`src/rtl/rr_priority_encoder.sv`:
```
// Registered priority encoder / arbiter with a valid/ready handshake on both
// sides. Resolves one winner per accepted request vector, either by fixed
// priority (highest index wins) or round-robin starting at a stored pointer.
// A single output register holds the result; there is no skid buffer.
module rr_priority_encoder #(
    parameter int L = 4,
    parameter int W = $clog2(L)
) (
    input  logic         clk,
    input  logic         rst,
    input  logic         mode,
    input  logic [L-1:0] x,
    input  logic         in_valid,
    output logic         in_ready,
    output logic [W-1:0] y,
    output logic [L-1:0] grant,
    output logic         none,
    output logic         out_valid,
    input  logic         out_ready
);

    localparam logic [W:0]   L_CNT    = (W+1)'(L);
    localparam logic [W-1:0] LAST_IDX = W'(L - 1);
    localparam logic [L-1:0] ONE_HOT0 = L'(1);

    typedef enum logic [0:0] {
        ST_EMPTY = 1'b0,
        ST_FULL  = 1'b1
    } state_t;

    state_t         state_q, state_d;
    logic [W-1:0]   y_q, y_d;
    logic [L-1:0]   grant_q, grant_d;
    logic           none_q, none_d;
    logic [W-1:0]   ptr_q, ptr_d;
    logic           accept_s;
    logic [W-1:0]   win_s;

    // Highest set index of req; req is known non-zero where the result is used.
    function automatic logic [W-1:0] fixed_pick(input logic [L-1:0] req);
        logic [W-1:0] win;
        win = '0;
        for (int i = 0; i < L; i++) begin
            if (req[i]) begin
                win = i[W-1:0];
            end else begin
                win = win;
            end
        end
        return win;
    endfunction

    // First set index searching ptr, ptr+1, ..., wrapping explicitly at L so
    // non-power-of-2 request counts work.
    function automatic logic [W-1:0] rr_pick(input logic [L-1:0] req,
                                             input logic [W-1:0] p);
        logic [W-1:0] win;
        logic         found;
        logic [W:0]   idx;
        win   = '0;
        found = 1'b0;
        for (int k = 0; k < L; k++) begin
            idx = {1'b0, p} + k[W:0];
            if (idx >= L_CNT) begin
                idx = idx - L_CNT;
            end else begin
                idx = idx;
            end
            if (!found && req[idx[W-1:0]]) begin
                win   = idx[W-1:0];
                found = 1'b1;
            end else begin
                found = found;
            end
        end
        return win;
    endfunction

    // Handshake: a single output register can take new data when empty or draining.
    always_comb begin
        in_ready  = (state_q == ST_EMPTY) | out_ready;
        accept_s  = in_valid & in_ready;
        win_s     = mode ? rr_pick(x, ptr_q) : fixed_pick(x);
    end

    // Next-state logic of the EMPTY/FULL output register.
    always_comb begin
        state_d = state_q;
        case (state_q)
            ST_EMPTY: begin
                if (accept_s) begin
                    state_d = ST_FULL;
                end else begin
                    state_d = ST_EMPTY;
                end
            end
            ST_FULL: begin
                if (accept_s) begin
                    state_d = ST_FULL;
                end else if (out_ready) begin
                    state_d = ST_EMPTY;
                end else begin
                    state_d = ST_FULL;
                end
            end
            default: state_d = ST_EMPTY;
        endcase
    end

    // Result and round-robin pointer update on accept; otherwise hold.
    always_comb begin
        y_d     = y_q;
        grant_d = grant_q;
        none_d  = none_q;
        ptr_d   = ptr_q;
        if (accept_s) begin
            if (x == '0) begin
                y_d     = '0;
                grant_d = '0;
                none_d  = 1'b1;
                ptr_d   = ptr_q;
            end else begin
                y_d     = win_s;
                grant_d = ONE_HOT0 << win_s;
                none_d  = 1'b0;
                if (mode) begin
                    ptr_d = (win_s == LAST_IDX) ? '0 : win_s + W'(1);
                end else begin
                    ptr_d = ptr_q;
                end
            end
        end else begin
            ptr_d = ptr_q;
        end
    end

    // State, result and pointer registers with synchronous reset.
    always_ff @(posedge clk) begin
        if (rst) begin
            state_q <= ST_EMPTY;
            y_q     <= '0;
            grant_q <= '0;
            none_q  <= 1'b0;
            ptr_q   <= '0;
        end else begin
            state_q <= state_d;
            y_q     <= y_d;
            grant_q <= grant_d;
            none_q  <= none_d;
            ptr_q   <= ptr_d;
        end
    end

    // Output decode straight from the registers.
    always_comb begin
        out_valid = (state_q == ST_FULL);
        y         = y_q;
        grant     = grant_q;
        none      = none_q;
    end

endmodule

```
`config.mk`:
```
export PLATFORM = sky130hd
export DESIGN_NAME = rr_priority_encoder
export DESIGN_NICKNAME = d
export VERILOG_FILES = /design/src/rtl/rr_priority_encoder.sv
export SDC_FILE = /design/constraint.sdc
export NUM_CORES = 1
export LEC_CHECK = 0
export BUFFER_PORTS_ARGS = -buffer_cell sky130_fd_sc_hd__buf_2
export CORE_AREA = 2 2 39 41
export CTS_CLUSTER_DIAMETER = 120
export DETAILED_ROUTE_END_ITERATION = 7
export DIE_AREA = 0 0 41 43
export GPL_ROUTABILITY_DRIVEN = 0
export PLACE_DENSITY = 0.66
export SYNTH_ARGS = -nofsm -noshare
export SYNTH_HDL_FRONTEND = slang
export SYNTH_SLANG_ARGS = --single-unit
```
`constraint.sdc`:
```
create_clock -name clk -period 3.2 [get_ports clk]
set_input_delay 0.48 -clock clk [delete_from_list [all_inputs] [get_ports clk]]
set_output_delay 0.48 -clock clk [all_outputs]
set_load 0.1 [all_outputs]
```
=== Word-level counts from Yosys, hierarchy flattened ===
Index checks and enable logic that the tools add are counted.

* Bits in writable memories: 0
* Flip-flop bits (word level): 10
* Latch bits: 0
* Bits in read-only memories: 0
* Logic and storage cells: 66
* Input port bits: 9
* Output and inout port bits: 9
* Memories kept: 0

* Magnitude comparators: 8
* Bitwise logic cells: 4
* Muxes and demuxes: 31
* Multipliers: 0
* Divide/modulo/power cells: 0
* Equality and inequality tests: 1
* Shifts and indexed selects: 1
* Reductions and logical operators: 8
* Add/subtract/negate cells: 8

{| class="wikitable"
|+ Operators with widths
! kind !! number
|-
| $mux 2 || 13
|-
| $lt 2x3->1 const B || 4
|-
| $mux 1 || 12
|-
| $ge 3x3->1 const B || 3
|-
| $bmux 1 s2 || 4
|-
| $sub 2x1->2 const B || 4
|-
| $add 2x2->3 const B || 2
|-
| $logic_not 4->1 || 1
|-
| $mux 4 || 1
|-
| $shl 1x2->4 const A || 1
|-
| $add 2x1->3 const B || 1
|-
| $ge 2x3->1 const B || 1
|-
| $logic_and 1x1->1 || 3
|-
| $logic_not 1->1 || 3
|-
| $reduce_and 3->1 || 1
|-
| $add 2x1->2 const B || 1
|-
| $eq 2x2->1 const B || 1
|-
| $not 1->1 || 2
|-
| $pmux 1 s2 || 1
|-
| $and 1x1->1 || 1
|-
| $or 1x1->1 || 1
|}

=== Logic depth before layout (Yosys ltp) ===
* Word-level depth: 17
* Depth in mapped cells: 7

=== Worst setup path before layout ===
OpenSTA, ideal clock, no wires.

* Kind: register -> register
* From: register state_q (netlist: out_valid)
* To: register y_q[0] (netlist: y[0])
* Cell stages (with the launch flop): 6
* Arrival: 2.334 ns
* Setup slack: 0.798 ns
* Setup time: 0.068 ns
* Required time: 3.132 ns
* Cells stage by stage: dfxtp_1 > nor2b_1 > inv_1 > nand2_1 > a311o_1 > a21oi_2

* Word-level cells in the longest chain between the ends: 3

{| class="wikitable"
|+ RTL lines
! element !! RTL line !! RTL
|-
| from (decl) || 31 || <nowiki>state_t state_q, state_d;</nowiki>
|-
| from (signal assigned) || 146 || <nowiki>state_q <= state_d;</nowiki>
|-
| $not 1->1 || n/a ||
|-
| $or 1x1->1 || 81 || <nowiki>in_ready = (state_q == ST_EMPTY) | out_ready;</nowiki>
|-
| net in_ready || 14 || <nowiki>output logic in_ready,</nowiki>
|-
| $and 1x1->1 || 82 || <nowiki>accept_s = in_valid & in_ready;</nowiki>
|-
| to (signal assigned) || 147 || <nowiki>y_q <= y_d;</nowiki>
|-
| to (decl) || 32 || <nowiki>logic [W-1:0] y_q, y_d;</nowiki>
|}

The timed path passes the listed nets, and every way through them passes these cells.
A chain may end at the register's enable or synchronous reset.

=== Worst setup path after layout ===
* From: register state_q (netlist: out_valid)
* To: output port in_ready

* Word-level cells in the longest chain between the ends: 2

{| class="wikitable"
|+ RTL lines
! element !! RTL line
|-
| $not 1->1 || n/a
|-
| $or 1x1->1 || 81
|-
| to (decl) || 14
|}

No other way between the ends.

==> metrics.txt <==
# TYPE chip_impl_metric gauge
chip_impl_info{name="critical_path.slowest_cell",value="sky130_fd_sc_hd__buf_2"} 1
chip_impl_metric{name="max_clock_freq",unit="MHz"} 573
chip_impl_metric{name="antenna_left",unit=""} 0
chip_impl_metric{name="cts.repair.resized",unit=""} 0
chip_impl_metric{name="path_max_fanout",unit=""} 4
chip_impl_metric{name="first_pass_iters",unit=""} 4
chip_impl_metric{name="max_stage_delay",unit="ns"} 0.44
chip_impl_info{name="cp_top_family",value="buffers and inverters"} 1
chip_impl_metric{name="post-route-util",unit="%"} 48.7
chip_impl_metric{name="route.detailed.vias_per_inst",unit=""} 5.09
chip_impl_metric{name="antenna_found_initial",unit=""} 0
chip_impl_info{name="cts_tree",value="built"} 1
chip_impl_metric{name="totalNegativeSetupSlack",unit="ns"} 0
chip_impl_metric{name="cellPowerDensity",unit="mW/mm^2"} 534
chip_impl_metric{name="post_detail_place_hpwl",unit="um"} 822
chip_impl_metric{name="placement_rows",unit=""} 14
chip_impl_metric{name="layout_worst_path_cycle_share",unit="%"} 54.5
chip_impl_metric{name="grt_overflow",unit=""} 0
chip_impl_metric{name="clk_path_buf_depth",unit=""} 2
chip_impl_metric{name="tritoncts.num_buffers",unit=""} 3
chip_impl_metric{name="die_w",unit="um"} 41
chip_impl_metric{name="syn2layout_area_growth",unit="%"} 25.6
chip_impl_metric{name="clock_tree.htree_level_count",unit=""} 1
chip_impl_metric{name="num-nets-final",unit=""} 97
chip_impl_info{name="root_buffer_master",value="sky130_fd_sc_hd__clkbuf_4"} 1
chip_impl_metric{name="peakVddDrop",unit="V"} 0.000269
chip_impl_metric{name="io_pins",unit=""} 18
chip_impl_metric{name="worst_clock_skew",unit="ns"} 0.00213
chip_impl_metric{name="detailedRoute.firstIterationViolations",unit=""} 14
chip_impl_metric{name="min_path_cells",unit=""} 2
chip_impl_metric{name="r2r_cells",unit=""} 7
chip_impl_metric{name="insertion_delay",unit="ns"} 0.26
chip_impl_metric{name="totalWireLength",unit="um"} 1080
chip_impl_metric{name="critPathBufInv",unit=""} 2
chip_impl_metric{name="diodes",unit=""} 0
chip_impl_info{name="crit-reg2reg-launch",value="ptr_q[0]"} 1
chip_impl_info{name="grt_setup_unrepaired",value="no"} 1
chip_impl_metric{name="routed_wire_length_per_instance",unit="um"} 10.9
chip_impl_info{name="run_status",value="completed"} 1
chip_impl_info{name="timing_worst_setup_path_type",value="register to primary output"} 1
chip_impl_metric{name="average_cell_area_after_synthesis",unit="um^2"} 8.52
chip_impl_info{name="start_kind",value="register"} 1
chip_impl_metric{name="final_hold_violating_endpoints",unit=""} 0
chip_impl_metric{name="syn_area",unit="um^2"} 537
chip_impl_metric{name="final-max-slew-violation-count",unit=""} 0
chip_impl_metric{name="post-cts-setup-buffers",unit=""} 0
chip_impl_metric{name="detail_route.drc_violations",unit=""} 0
chip_impl_metric{name="p_leak",unit="uW"} 0.000321
chip_impl_info{name="critical_path.startpoint",value="out_valid"} 1
chip_impl_metric{name="synth_warnings",unit=""} 0
chip_impl_metric{name="first_global_vias",unit=""} 428
chip_impl_metric{name="number_of_instances_in_the_synthesized_netlist",unit=""} 63
chip_impl_info{name="worstReg2RegEnd",value="ptr_q[1]"} 1
chip_impl_metric{name="postSynthRegisterBits",unit=""} 10
chip_impl_metric{name="power.sequential.fraction",unit="%"} 38.2
chip_impl_metric{name="portBuffers",unit=""} 17
chip_impl_metric{name="finalSetupViolCount",unit=""} 0
chip_impl_metric{name="net-switching-power",unit="uW"} 131
chip_impl_metric{name="fin_crit",unit="ns"} 1.74
chip_impl_metric{name="via_count",unit=""} 504
chip_impl_metric{name="critical_path_cell_count",unit=""} 3
chip_impl_metric{name="hold_buffers",unit=""} 0
chip_impl_info{name="crit_chain",value="nor2b_1 > inv_1 > buf_2"} 1
chip_impl_metric{name="timing_worst_slew_pin_value",unit="ns"} 0.703
chip_impl_metric{name="synth.lib_cells_used.distinct",unit=""} 27
chip_impl_info{name="crit_end",value="in_ready"} 1
chip_impl_metric{name="timing.critical_path.required",unit="ns"} 2.72
chip_impl_info{name="path_category_of_the_worst_min_delay_check",value="register to register"} 1
chip_impl_metric{name="floorplan.die_area",unit="mm^2"} 0.00176
chip_impl_metric{name="grt_first_pass_wirelength",unit="um"} 1800
chip_impl_metric{name="cts.reportedPaths.clkPinSlew",unit="ns"} 0.07
chip_impl_metric{name="syn-num-nets",unit=""} 76
chip_impl_metric{name="r2r_setup_slack",unit="ns"} 1.47
chip_impl_metric{name="max_cap_viol_count",unit=""} 0
chip_impl_metric{name="maxSlewHeadroom",unit="%"} 52.8
chip_impl_metric{name="comb_power_share",unit="%"} 30.2
chip_impl_metric{name="start_util",unit="%"} 38.8
chip_impl_metric{name="cell_internal_pwr",unit="uW"} 229
chip_impl_metric{name="num-fill-cells",unit=""} 128
chip_impl_metric{name="grt_max_degree",unit=""} 11
chip_impl_metric{name="clock_sink_count",unit=""} 10
chip_impl_metric{name="synth_sequential_area_ratio",unit="%"} 37.3
chip_impl_metric{name="netSwitchingFraction",unit="%"} 36.3
chip_impl_metric{name="die_y",unit="um"} 43
chip_impl_metric{name="drive_above_1_share",unit="%"} 30.1
chip_impl_info{name="cp-end-kind",value="primary output"} 1
chip_impl_metric{name="power.share.clock",unit="%"} 31.6
chip_impl_metric{name="core_area",unit="mm^2"} 0.00138
chip_impl_metric{name="timing.critical_path.arrival",unit="ns"} 1.26
chip_impl_metric{name="groute.usage.overall",unit="%"} 15.5
-- Yosys cell counts --
cell type                  number  area, um^2
sky130_fd_sc_hd__a211oi_1       1        7.51
sky130_fd_sc_hd__dfxtp_1       10         200
sky130_fd_sc_hd__nand2_1        2        7.51
sky130_fd_sc_hd__o21ai_0        1        5.00
sky130_fd_sc_hd__a32oi_1        1        8.76
sky130_fd_sc_hd__inv_2          1        3.75
sky130_fd_sc_hd__a21oi_2        1        8.76
sky130_fd_sc_hd__mux2i_1        1        10.0
sky130_fd_sc_hd__a311o_1        1        10.0
sky130_fd_sc_hd__nor3_1         2        10.0
sky130_fd_sc_hd__inv_1          6        22.5
sky130_fd_sc_hd__o22a_1         1        8.76
sky130_fd_sc_hd__clkbuf_1       1        3.75
sky130_fd_sc_hd__ha_1           4        50.1
sky130_fd_sc_hd__o221ai_1       1        8.76
sky130_fd_sc_hd__and2_2         1        7.51
sky130_fd_sc_hd__a21oi_1        6        30.0
sky130_fd_sc_hd__a211o_1        1        8.76
sky130_fd_sc_hd__a21o_1         1        7.51
sky130_fd_sc_hd__nand3b_1       1        7.51
sky130_fd_sc_hd__a22oi_1        4        30.0
sky130_fd_sc_hd__nand2b_1       1        6.26
sky130_fd_sc_hd__nor4_1         1        6.26
sky130_fd_sc_hd__and2_1         1        6.26
sky130_fd_sc_hd__nor2_1         8        30.0
sky130_fd_sc_hd__nor4_2         1        12.5
sky130_fd_sc_hd__nor2b_1        3        18.8
-- per-layer routing --
| metal | global-route usage (%) | up-vias | wire, um |
|---|---|---|---|
| li1 | - | 266 | - |
| met1 | 18.6 | 226 | 534 |
| met2 | 22.8 | 12 | 499 |
| met3 | 7.85 | 0 | 50 |
| met4 | 6.00 | 0 | 0 |
| met5 | 0 | - | 0 |
-- layout by cell type (no fill, tap or decap), drive strengths merged --
master  netlist  final
ha            4      4
nor4          2      2
o21ai         1      1
nand2b        1      1
and2          2      2
nor2b         3      3
a211o         1      1
nor3          2      2
a311o         1      1
nor2          8      8
nand3b        1      1
clkbuf        1      4
dfxtp        10     10
inv           7      7
buf           0     17
mux2i         1      1
nand2         2      2
a21o          1      1
a21oi         7      7
o22a          1      1
o221ai        1      1
a32oi         1      1
a211oi        1      1
a22oi         4      4
-- how the worst min path moves through the flow --
stage	start	endpoint	slack (ns)
after global routing	rst	grant[3]	0.51
after global placement	y[0]	y[0]	0.46
after CTS	y[0]	y[0]	0.48
after floorplan	ptr_q[0]	ptr_q[0]	0.50
after detailed placement	y[0]	y[0]	0.46
final	y[0]	y[0]	0.48
-- metrics by stage --
step	cell area [um^2]	instances	worst slack, ns	total power (uW)	hold WS, ns
floorplan	537	63	0.798	227	0.504
global route	674	99	1.35	385	0.507
global placement	638	95	1.24	249	0.458
CTS	674	99	1.44	363	0.475
finish	674	99	1.46	360	0.475
detailed placement	638	95	1.20	249	0.461
-- registers in the layout, summed over array words and instances (netlist names) --
name	flops
grant	4
ptr_q	2
y	2
none	1
out_valid	1
-- final cells by class --
| class | instances | area [um^2] | share of cell area (%) |
|---|---|---|---|
| Inverter | 7 | 26.3 | 3.90 |
| Clock buffer | 4 | 36.3 | 5.38 |
| Timing Repair Buffer | 17 | 85.1 | 12.6 |
| Sequential cell | 10 | 200 | 29.7 |
| Tap cell | 16 | 20.0 | 2.97 |
| Multi-Input combinational cell | 45 | 307 | 45.5 |
-- worst register-to-register path, delay by kind of cell, from the launching register on --
family | cells | cell delay (ns)
AOI/OAI and AO/OA | 2 | 0.51
and+or+nand+nor | 3 | 0.34
muxes | 1 | 0.13
DFF | 1 | 0.39
adders and majority gates | 1 | 0.26
-- cells by family (layout without fill, tap and decap cells) --
logic type	after synthesis	after routing	share of synthesized area (%)
compound gates	19	19	24.9
flops	10	10	37.3
simple gates	21	21	21.0
mux	1	1	1.86
fa+ha+maj	4	4	9.32
buf+inv	8	28	5.59
-- power by group through the flow --
stage / clock network [uW] / registers [uW] / logic (uW)
floorplan: 0 / 185 / 42.5
global placement: 0 / 140 / 109
detailed placement: 0 / 140 / 109
CTS: 116 / 138 / 109
global route: 129 / 139 / 118
finish: 114 / 138 / 109
No activity file was read; power rests on OpenSTA's default activity.
